**src/rtl/axi4_pkg.sv**
```systemverilog
// Shared AXI4 definitions: bus widths, fixed encodings and the bridge FSM state type.
// Used by the master bridge, the memory model and the crossbar.
package axi4_pkg;

    localparam int ADDR_W = 32;
    localparam int DATA_W = 64;
    localparam int ID_W   = 5;
    localparam int USER_W = 5;
    localparam int LEN_W  = 8;

    localparam logic [1:0] BURST_INCR = 2'h1;
    localparam logic [2:0] SIZE_8B    = 3'h3;
    localparam logic [1:0] RESP_OKAY  = 2'h0;

    typedef enum logic [2:0] {
        ST_IDLE  = 3'd0,
        ST_AR    = 3'd1,
        ST_R     = 3'd2,
        ST_AW    = 3'd3,
        ST_W     = 3'd4,
        ST_B     = 3'd5,
        ST_WRESP = 3'd6
    } bridge_state_e;

    function automatic logic [LEN_W-1:0] clamp_len(input logic [LEN_W-1:0] len,
                                                   input logic [LEN_W-1:0] max_len);
        return (len > max_len) ? max_len : len;
    endfunction

endpackage

```
**src/rtl/axi4_beat_checker.sv**
```systemverilog
// Burst beat counter with per-beat last/len/resp/id consistency check.
// One instance serves both the read-data and write-data paths of the bridge.
module axi4_beat_checker
    import axi4_pkg::*;
#(
    parameter logic [ID_W-1:0] EXP_ID = 5'd0
) (
    input  logic             clock,
    input  logic             reset,
    input  logic             clear,
    input  logic             beat,
    input  logic             last,
    input  logic [LEN_W-1:0] len,
    input  logic [1:0]       resp,
    input  logic [ID_W-1:0]  id,
    output logic             at_len,
    output logic             beat_err
);

    logic [LEN_W-1:0] cnt_r;

    assign at_len = (cnt_r == len);

    // Flag a beat whose last marker disagrees with the count, or that carries a bad resp/id.
    always_comb begin
        beat_err = 1'b0;
        if (beat) begin
            beat_err = (last != at_len) | (resp != RESP_OKAY) | (id != EXP_ID);
        end else begin
            beat_err = 1'b0;
        end
    end

    // Beats accepted so far in the current burst; saturates rather than wrapping.
    always_ff @(posedge clock) begin
        if (reset) begin
            cnt_r <= {LEN_W{1'b0}};
        end else if (clear) begin
            cnt_r <= {LEN_W{1'b0}};
        end else if (beat && (cnt_r != {LEN_W{1'b1}})) begin
            cnt_r <= cnt_r + {{(LEN_W-1){1'b0}}, 1'b1};
        end else begin
            cnt_r <= cnt_r;
        end
    end

endmodule

```
**src/rtl/axi4_master_bridge.sv**
```systemverilog
// Converts the core's simple request/response bus into single-outstanding AXI4 master
// transactions (INCR bursts, 64-bit beats) and keeps a sticky protocol error flag.
module axi4_master_bridge
    import axi4_pkg::*;
#(
    parameter logic [ID_W-1:0]   AXI_ID   = 5'd0,
    parameter logic [USER_W-1:0] AXI_USER = 5'd0,
    parameter logic [LEN_W-1:0]  MAX_LEN  = 8'd7
) (
    input  logic              clock,
    input  logic              reset,

    input  logic              req_valid,
    output logic              req_ready,
    input  logic              req_write,
    input  logic [ADDR_W-1:0] req_addr,
    input  logic [LEN_W-1:0]  req_len,

    input  logic              wd_valid,
    output logic              wd_ready,
    input  logic [DATA_W-1:0] wd_data,
    input  logic [7:0]        wd_strb,

    output logic              resp_valid,
    input  logic              resp_ready,
    output logic [DATA_W-1:0] resp_rdata,
    output logic              resp_last,
    output logic              resp_write,
    output logic              err,

    output logic [ID_W-1:0]   axi_aw_id,
    output logic [ADDR_W-1:0] axi_aw_addr,
    output logic [LEN_W-1:0]  axi_aw_len,
    output logic [2:0]        axi_aw_size,
    output logic [1:0]        axi_aw_burst,
    output logic              axi_aw_lock,
    output logic [3:0]        axi_aw_cache,
    output logic [2:0]        axi_aw_prot,
    output logic [3:0]        axi_aw_qos,
    output logic [3:0]        axi_aw_region,
    output logic [USER_W-1:0] axi_aw_user,
    output logic              axi_aw_valid,
    input  logic              axi_aw_ready,

    output logic [ID_W-1:0]   axi_w_id,
    output logic [DATA_W-1:0] axi_w_data,
    output logic [7:0]        axi_w_strb,
    output logic              axi_w_last,
    output logic [USER_W-1:0] axi_w_user,
    output logic              axi_w_valid,
    input  logic              axi_w_ready,

    input  logic [ID_W-1:0]   axi_b_id,
    input  logic [1:0]        axi_b_resp,
    input  logic              axi_b_valid,
    output logic              axi_b_ready,

    output logic [ID_W-1:0]   axi_ar_id,
    output logic [ADDR_W-1:0] axi_ar_addr,
    output logic [LEN_W-1:0]  axi_ar_len,
    output logic [2:0]        axi_ar_size,
    output logic [1:0]        axi_ar_burst,
    output logic              axi_ar_lock,
    output logic [3:0]        axi_ar_cache,
    output logic [2:0]        axi_ar_prot,
    output logic [3:0]        axi_ar_qos,
    output logic [3:0]        axi_ar_region,
    output logic [USER_W-1:0] axi_ar_user,
    output logic              axi_ar_valid,
    input  logic              axi_ar_ready,

    input  logic [ID_W-1:0]   axi_r_id,
    input  logic [DATA_W-1:0] axi_r_data,
    input  logic [1:0]        axi_r_resp,
    input  logic              axi_r_last,
    input  logic              axi_r_valid,
    output logic              axi_r_ready
);

    bridge_state_e     state_r;
    logic [ADDR_W-1:0] addr_r;
    logic [LEN_W-1:0]  len_r;
    logic              r_phase_r;
    logic              w_phase_r;
    logic              wresp_r;

    logic              r_fire_s;
    logic              w_fire_s;
    logic              chk_beat_s;
    logic              chk_last_s;
    logic [1:0]        chk_resp_s;
    logic [ID_W-1:0]   chk_id_s;
    logic              at_len_s;
    logic              beat_err_s;
    logic              err_set_s;

    assign axi_ar_id     = AXI_ID;
    assign axi_ar_addr   = addr_r;
    assign axi_ar_len    = len_r;
    assign axi_ar_size   = SIZE_8B;
    assign axi_ar_burst  = BURST_INCR;
    assign axi_ar_lock   = 1'b0;
    assign axi_ar_cache  = 4'h0;
    assign axi_ar_prot   = 3'h0;
    assign axi_ar_qos    = 4'h0;
    assign axi_ar_region = 4'h0;
    assign axi_ar_user   = AXI_USER;

    assign axi_aw_id     = AXI_ID;
    assign axi_aw_addr   = addr_r;
    assign axi_aw_len    = len_r;
    assign axi_aw_size   = SIZE_8B;
    assign axi_aw_burst  = BURST_INCR;
    assign axi_aw_lock   = 1'b0;
    assign axi_aw_cache  = 4'h0;
    assign axi_aw_prot   = 3'h0;
    assign axi_aw_qos    = 4'h0;
    assign axi_aw_region = 4'h0;
    assign axi_aw_user   = AXI_USER;

    // Data paths are pure pass-through while their phase flag is set, adding no latency.
    assign axi_w_id    = AXI_ID;
    assign axi_w_user  = AXI_USER;
    assign axi_w_data  = wd_data;
    assign axi_w_strb  = wd_strb;
    assign axi_w_valid = w_phase_r & wd_valid;
    assign axi_w_last  = w_phase_r & at_len_s;
    assign wd_ready    = w_phase_r & axi_w_ready;

    assign axi_r_ready = r_phase_r & resp_ready;
    assign resp_valid  = r_phase_r ? axi_r_valid : wresp_r;
    assign resp_rdata  = r_phase_r ? axi_r_data : {DATA_W{1'b0}};
    assign resp_last   = r_phase_r ? axi_r_last : wresp_r;
    assign resp_write  = wresp_r;

    assign r_fire_s   = axi_r_valid & axi_r_ready;
    assign w_fire_s   = axi_w_valid & axi_w_ready;
    assign chk_beat_s = r_phase_r ? r_fire_s : w_fire_s;
    assign chk_last_s = r_phase_r ? axi_r_last : at_len_s;
    assign chk_resp_s = r_phase_r ? axi_r_resp : RESP_OKAY;
    assign chk_id_s   = r_phase_r ? axi_r_id : AXI_ID;

    axi4_beat_checker #(
        .EXP_ID (AXI_ID)
    ) u_beat_checker (
        .clock    (clock),
        .reset    (reset),
        .clear    (state_r == ST_IDLE),
        .beat     (chk_beat_s),
        .last     (chk_last_s),
        .len      (len_r),
        .resp     (chk_resp_s),
        .id       (chk_id_s),
        .at_len   (at_len_s),
        .beat_err (beat_err_s)
    );

    // Collect every condition that raises the sticky error in the current state.
    always_comb begin
        err_set_s = 1'b0;
        case (state_r)
            ST_IDLE:   err_set_s = req_valid & ((req_len > MAX_LEN) | (req_addr[2:0] != 3'b000));
            ST_R,
            ST_W:      err_set_s = beat_err_s;
            ST_B:      err_set_s = axi_b_valid & ((axi_b_resp != RESP_OKAY) | (axi_b_id != AXI_ID));
            default:   err_set_s = 1'b0;
        endcase
    end

    // Sticky error flag, cleared only by reset.
    always_ff @(posedge clock) begin
        if (reset) begin
            err <= 1'b0;
        end else begin
            err <= err | err_set_s;
        end
    end

    // Transaction sequencer; every handshake-facing control output is a register here.
    always_ff @(posedge clock) begin
        if (reset) begin
            state_r      <= ST_IDLE;
            addr_r       <= {ADDR_W{1'b0}};
            len_r        <= {LEN_W{1'b0}};
            req_ready    <= 1'b1;
            axi_ar_valid <= 1'b0;
            axi_aw_valid <= 1'b0;
            axi_b_ready  <= 1'b0;
            r_phase_r    <= 1'b0;
            w_phase_r    <= 1'b0;
            wresp_r      <= 1'b0;
        end else begin
            case (state_r)
                ST_IDLE: begin
                    if (req_valid) begin
                        addr_r    <= req_addr;
                        len_r     <= clamp_len(req_len, MAX_LEN);
                        req_ready <= 1'b0;
                        if (req_write) begin
                            state_r      <= ST_AW;
                            axi_aw_valid <= 1'b1;
                        end else begin
                            state_r      <= ST_AR;
                            axi_ar_valid <= 1'b1;
                        end
                    end
                end
                ST_AR: begin
                    if (axi_ar_ready) begin
                        axi_ar_valid <= 1'b0;
                        r_phase_r    <= 1'b1;
                        state_r      <= ST_R;
                    end
                end
                ST_R: begin
                    // A premature or late r_last only raises err; the burst ends on r_last.
                    if (r_fire_s && axi_r_last) begin
                        r_phase_r <= 1'b0;
                        req_ready <= 1'b1;
                        state_r   <= ST_IDLE;
                    end
                end
                ST_AW: begin
                    if (axi_aw_ready) begin
                        axi_aw_valid <= 1'b0;
                        w_phase_r    <= 1'b1;
                        state_r      <= ST_W;
                    end
                end
                ST_W: begin
                    if (w_fire_s && at_len_s) begin
                        w_phase_r   <= 1'b0;
                        axi_b_ready <= 1'b1;
                        state_r     <= ST_B;
                    end
                end
                ST_B: begin
                    if (axi_b_valid) begin
                        axi_b_ready <= 1'b0;
                        wresp_r     <= 1'b1;
                        state_r     <= ST_WRESP;
                    end
                end
                ST_WRESP: begin
                    if (resp_ready) begin
                        wresp_r   <= 1'b0;
                        req_ready <= 1'b1;
                        state_r   <= ST_IDLE;
                    end
                end
                default: begin
                    state_r      <= ST_IDLE;
                    req_ready    <= 1'b1;
                    axi_ar_valid <= 1'b0;
                    axi_aw_valid <= 1'b0;
                    axi_b_ready  <= 1'b0;
                    r_phase_r    <= 1'b0;
                    w_phase_r    <= 1'b0;
                    wresp_r      <= 1'b0;
                end
            endcase
        end
    end

endmodule

```
**config.mk**
```make
export PLATFORM = sky130hd
export DESIGN_NAME = axi4_master_bridge
export DESIGN_NICKNAME = d
export VERILOG_FILES = /design/src/rtl/axi4_pkg.sv /design/src/rtl/axi4_beat_checker.sv /design/src/rtl/axi4_master_bridge.sv
export SDC_FILE = /design/constraint.sdc
export NUM_CORES = 1
export LEC_CHECK = 0
export ABC_AREA = 1
export CAP_MARGIN = 5
export CORE_AREA = 2 2 193 195
export CTS_CLUSTER_SIZE = 40
export DETAILED_ROUTE_END_ITERATION = 7
export DIE_AREA = 0 0 195 197
export PLACE_DENSITY = 0.51
export SYNTH_ARGS = -nofsm -noshare
export SYNTH_HDL_FRONTEND = slang
export SYNTH_HIERARCHICAL = 1
export SYNTH_SLANG_ARGS = --single-unit
```
**constraint.sdc**
```tcl
create_clock -name clock -period 2.47 [get_ports clock]
set_input_delay 0.494 -clock clock [delete_from_list [all_inputs] [get_ports clock]]
set_output_delay 0.494 -clock clock [all_outputs]
set_load 0.02 [all_outputs]
```
==> run_results.csv, run 1 <==
group,metric,value,unit
floorplanning,dieArea,0.0384,sq mm
floorplanning,initial_core_util,13.7,%
worst_setup_path,cp_data_required_time,1.98,ns
global_routing,antenna_found_initial,7,
sta,tns,0,ns
floorplanning,io_pins,502,
final_layout,finish.utilization,21.1,%
placed_design,place.gp.congestion,0.791,
worst_setup_path,cp_slowest_stage_delay,0.60,ns
floorplanning,die_y,197,um
final_layout,layout_commonest_cell,"clkdlybuf4s50_1",
detailed_routing,vias_per_cell,3.39,
global_routing,grt-ovfl-total,0,
final_layout,area_growth,53.2,%
cts,clkSinkCount,59,
synth,synth_seq_cells,59,
detailed_routing,drt_iter0_markers,165,
power,p_sw_share,42.6,%
worst_setup_path,worst_path_max_delay_cell,"clkdlybuf4s50_1",
worst_setup_path,cp_common_cell,"clkdlybuf4s50_1",
worst_setup_path,cp_cell_sequence,"clkdlybuf4s50_1, nand2_1, inv_1, clkdlybuf4s50_1",
sta,fin_crit,2.32,ns
synth,synth_seq_area_share,23.7,%
detailed_routing,wl_per_cell,15.4,um
sta,rsz0062_at_grt,"no",
final_layout,final_cell_mix,"clkdlybuf4s50_1 (275), nand2_1 (165), inv_1 (120), nor2_1 (90), conb_1 (72)",
power,ir_drop,0.000579,V
power,power,6.35,mW
detailed_routing,vias,4870,
synth,synthesis.area,0.00498,sq mm
power,clkPwrFrac,23.4,%
placed_design,dpl.hpwl,18600,um
detailed_routing,routed_wl,22000,um
hold_path,hp-class,"reg -> reg",
worst_setup_path,endpoint_kind,"primary output",
sta,max_freq,430,MHz
cts,cts_tree,"yes",
floorplanning,rows,70,
global_routing,grt_max_degree,30,
sta,setup_viol,0,
global_routing,grt_pass1_wl,30700,um
status,outcome,"finished clean",
power,comb_power_share,53.2,%
synth,synthCells,790,
sta,period_share,94.1,%
sta,relSlewSlack,63.1,%
cts,htreeDepth,3,
cts,ctsRootBufferMaster,"clkbuf_16",
cts,clk_transition_reported_paths,0.05,ns
placed_design,io_buffers,285,
power,p_int,3.65,mW
cts,cts_hold_buf,0,
worst_setup_path,crit_path_start_kind,"input pin",
worst_setup_path,cp_max_fo,3,
floorplanning,die_w,195,um
placed_design,place_ws,0.0881,ns
worst_setup_path,critical_path_class,"in -> out",
worst_setup_path,worstPathArrival,1.83,ns
final_layout,final_layout_size_suffix_gt1_share,8.92,%
sta,layout_setup_ws,0.146,ns
synth,ys_warn_count,6,
sta,hold_violations,0,
power,power_switching,2.70,mW
job,maxCapViolations,0,
power,p_seq_share,23.5,%
cts,cts_buffer_depth,2,
cts,numCtsBuffers,9,
synth,yosysUniqueCellTypes,36,
sta,worst_pin_slew,0.551,ns
synth,avgSynthCellArea,6.31,sq um
sta,finalMaxSlewViolations,0,
global_routing,grt_pass1_vias,4770,
sta,finalClockSkew,0.00706,ns
cts,clk_latency,0.34,ns
detailed_routing,drtPass1Iterations,4,
power,leakagePower,3.68,nW
power,p_per_area,832,mW/mm^2
detailed_routing,ant_nets,0,
floorplanning,core,0.0363,sq mm
global_routing,grt_usage,11.1,%
final_layout,finalNetCount,1162,
detailed_routing,route.detailed.drc,0,
-- layer usage --
layer	global-route usage, %	vias to the layer above	wire, um
met2	21.0	329	11500
met3	5.41	38	2610
li1	-	2423	-
met5	0.766	-	69
met4	4.07	8	592
met1	10.1	2072	7290
-- flip-flops by register name, summed over array words and instances (netlist names) --
name                  cells
axi_ar_addr              32
axi_ar_len                8
axi_ar_valid              1
axi_aw_valid              1
axi_b_ready               1
err                       1
r_phase_r                 1
req_ready                 1
resp_write                1
state_r                   3
u_beat_checker/cnt_r      8
w_phase_r                 1
-- cells in the mapped netlist --
master / instances / area (sq um)
a21oi_1: 11 / 55.1
a21oi_2: 4 / 35.0
a22oi_1: 1 / 7.51
and3_1: 1 / 6.26
buf_12: 1 / 20.0
buf_2: 5 / 25.0
buf_4: 186 / 1400
buf_6: 3 / 33.8
buf_8: 1 / 15.0
clkbuf_1: 12 / 45.0
clkinv_1: 1 / 3.75
conb_1: 2 / 7.51
dfxtp_1: 59 / 1180
ha_1: 1 / 12.5
inv_1: 120 / 450
inv_2: 11 / 41.3
nand2_1: 165 / 619
nand2_2: 7 / 43.8
nand2_4: 1 / 11.3
nand3_1: 21 / 105
nand3_2: 1 / 10.0
nand4_1: 4 / 25.0
nor2_1: 90 / 338
nor2_2: 19 / 119
nor2_4: 2 / 22.5
nor2_8: 1 / 20.0
nor3_1: 4 / 20.0
nor3_2: 1 / 10.0
nor3_4: 1 / 16.3
nor4_1: 1 / 6.26
o21ai_0: 44 / 220
o21ai_1: 4 / 20.0
o21bai_1: 1 / 7.51
or2_2: 1 / 6.26
xnor2_1: 1 / 8.76
xor2_1: 2 / 17.5
-- path summary, 6_finish.rpt --
path              startpoint           to  slack [ns]  depth (start not counted)
hold / removal     req_ready    req_ready        0.46                          2
hold reg to reg    req_ready    req_ready        0.46                          2
setup reg to reg   r_phase_r          err        0.54                         16
setup / recovery  resp_ready  axi_r_ready        0.15                          4
-- what timing repair did --
action,4_1_cts,5_1_grt
gates cloned,0,0
gates resized for setup,2,3
endpoints found under the setup margin,41,3
setup buffers,0,1
-- area by class of cell --
class                   count  area, sq um
fillers                  4071        28600
repair buffers            296         2980
multi-input cells         461         2030
flip-flops and latches     59         1190
well taps                 468          586
inverters                 132          495
clock buffers              12          246
clock inverters             4         97.6
diodes                      3         7.51
-- worst max-delay path, delay by kind of cell --
| kind | cells | cell delay, ns |
|---|---|---|
| and+or+nand+nor | 1 | 0.10 |
| buffers and inverters | 3 | 1.23 |
-- logic make-up after synthesis --
| group | synth area share [%] |
|---|---|
| buffers and inverters | 40.8 |
| AOI/OAI and AO/OA | 6.93 |
| other | 0.151 |
| DFF | 23.7 |
| and+or+nand+nor | 27.7 |
| adders and majority gates | 0.251 |
| xor gates and xnor gates | 0.527 |
-- metrics by stage --
| stage | area [sq um] | hold WS (ns) | instances |
|---|---|---|---|
| CTS | 7620 | 0.469 | 1431 |
| finish | 7630 | 0.461 | 1435 |
| global route | 7630 | 0.529 | 1432 |
| detailed placement | 7280 | 0.454 | 1415 |
| floorplan | 5250 | 0.481 | 860 |
| global placement | 7280 | 0.455 | 1415 |
-- power by group through the flow --
stage                     Combinational [mW]  Sequential [mW]  Clock [mW]
after floorplan                         2.23             1.61           0
after global placement                  3.41             1.52           0
after detailed placement                3.41             1.52           0
after CTS                               3.43             1.51        1.53
after global routing                    3.70             1.54        1.58
final                                   3.38             1.49        1.48
No activity file was read; power rests on OpenSTA's default activity.
==> run 2: changes to the inputs <==
Settings changed: PLACE_DENSITY 0.51 to 0.46.
==> run 2 against run 1 <==
  * Final cell count down 0.14%
  * Largest cell class unchanged
  * Combinational power up 1%
  * Maximum frequency down 0.42%
  * Design area fell by 0.15%
==> run_results.csv, run 2 (synthesized netlist as in run 1, its figures left out) <==
group,metric,value,unit
floorplanning,initial_core_util,13.7,%
final_layout,area_growth,53.0,%
sta,rsz0062_at_grt,"no",
floorplanning,core,0.0363,sq mm
final_layout,final_layout_size_suffix_gt1_share,8.92,%
placed_design,dpl.hpwl,19400,um
worst_setup_path,worst_path_max_delay_cell,"clkdlybuf4s50_1",
sta,max_freq,428,MHz
cts,cts_tree,"yes",
sta,hold_violations,0,
cts,clk_latency,0.33,ns
detailed_routing,routed_wl,22700,um
placed_design,post_dp_cell_area,0.00731,sq mm
sta,finalClockSkew,0.00661,ns
worst_setup_path,crit_buf_inv,3,
placed_design,place.gp.congestion,0.722,
cts,numCtsBuffers,9,
sta,layout_setup_ws,0.136,ns
cts,clk_transition_reported_paths,0.05,ns
global_routing,grt_util_met3,5.39,%
power,power_switching,2.74,mW
floorplanning,dieArea,0.0384,sq mm
sta,timing.hold.ws,0.457,ns
sta,worst_pin_slew,0.538,ns
detailed_routing,drtPass1Iterations,4,
detailed_routing,drt_iter0_markers,160,
worst_setup_path,cp_cell_sequence,"buf_12, nand2_1, inv_1, clkdlybuf4s50_1",
sta,setup_viol,0,
power,p_per_area,817,mW/mm^2
sta,finalMaxSlewViolations,0,
placed_design,io_buffers,285,
placed_design,place_ws,0.164,ns
global_routing,grt_use_met2,22.3,%
power,clkPwrFrac,21.1,%
global_routing,grt_pass1_vias,4912,
final_layout,largest_reg_flops,32,
sta,relSlewSlack,64.0,%
floorplanning,io_pins,502,
cts,htreeDepth,3,
worst_setup_path,cp_slowest_stage_delay,0.64,ns
final_layout,multi_input_area,0.00203,sq mm
hold_path,hp-class,"reg -> reg",
power,leakagePower,3.67,nW
final_layout,finalNonFillerCells,1433,
floorplanning,die_w,195,um
final_layout,seqCellArea,0.00118,sq mm
global_routing,grt-busiest-layer,"met2",
sta,tns,0,ns
floorplanning,die_y,197,um
worst_setup_path,endpoint_kind,"primary output",
cts,post_cts_buffers,0,
global_routing,grt_usage,11.5,%
cts,post_cts_resized,2,
final_layout,final_cell_mix,"clkdlybuf4s50_1 (276), nand2_1 (165), inv_1 (120), nor2_1 (90), conb_1 (72)",
sta,period_share,94.5,%
global_routing,grt_pass1_wl,31900,um
worst_setup_path,worstPathArrival,1.84,ns
global_routing,grt-ovfl-total,0,
detailed_routing,vias,4887,
final_layout,finalNetCount,1162,
sta,fin_crit,2.33,ns
placed_design,dp.cells,1416,
job,maxCapViolations,0,
power,comb_power_share,55.1,%
detailed_routing,wl_per_cell,15.8,um
cts,cts_hold_buf,0,
worst_setup_path,critical_path_class,"reg -> out",
detailed_routing,route.detailed.drc,0,
power,p_int,3.49,mW
power,ir_drop,0.000410,V
worst_setup_path,crit_family,"buffers and inverters",
power,p_sw_share,43.9,%
worst_setup_path,crit_path_start_kind,"register",
status,outcome,"finished clean",
cts,clkSinkCount,59,
cts,cts_buffer_depth,2,
global_routing,antenna_found_initial,3,
final_layout,fillers,4119,
detailed_routing,ant_nets,0,
cts,ctsRootBufferMaster,"clkbuf_16",
detailed_routing,vias_per_cell,3.41,
power,p_seq_share,23.7,%
global_routing,use_met1,10.6,%
global_routing,grt_max_degree,50,
final_layout,layout_commonest_cell,"clkdlybuf4s50_1",
floorplanning,rows,70,
worst_setup_path,cp_max_fo,49,
final_layout,design_area,0.00762,sq mm
worst_setup_path,cp_data_required_time,1.98,ns
run 2: power by group through the flow:
stage                     combinational (mW)  clock (mW)  sequential, mW
after floorplan                         2.23           0            1.61
after global placement                  3.49           0            1.50
after detailed placement                3.48           0            1.50
after CTS                               3.50        1.37            1.49
after global routing                    3.77        1.40            1.53
final                                   3.43        1.32            1.48
run 2: metal layers:
layer  part of all wire [%]  routed length, um  up-vias
li1                       -                  -     2424
met1                     33               7590     2120
met2                     53              12100      317
met3                     12               2660       22
met4                    1.5                332        4
met5                   0.18                 41        -
run 2: final timing paths:
kind            startpoint        endpoint  slack [ns]  cells after the start
max              r_phase_r  resp_rdata[32]        0.14                      4
min              req_ready       req_ready        0.46                      2
max reg2reg  axi_ar_len[3]             err        0.59                     19
min reg2reg      req_ready       req_ready        0.46                      2
run 2: tightest hold or removal path, cell delays in order (launching register included):
cell     delay (ns)
dfxtp_1        0.33
nand2_1        0.05
nand3_1        0.05
run 2: final cells by class:
cell class	count	area share (%)
Multi-Input combinational cell	461	26.7
Timing Repair Buffer	296	39.5
Sequential cell	59	15.5
Clock buffer	11	3.32
Antenna cell	1	0.0328
Clock inverter	5	0.771
Inverter	132	6.50
Tap cell	468	7.68
run 2: through the flow:
stage | util (%) | total power, mW
final | 21.0 | 6.23
after global routing | 21.0 | 6.70
after CTS | 21.0 | 6.36
after detailed placement | 20.2 | 4.97
after global placement | 20.2 | 4.99
after floorplan | - | 3.84
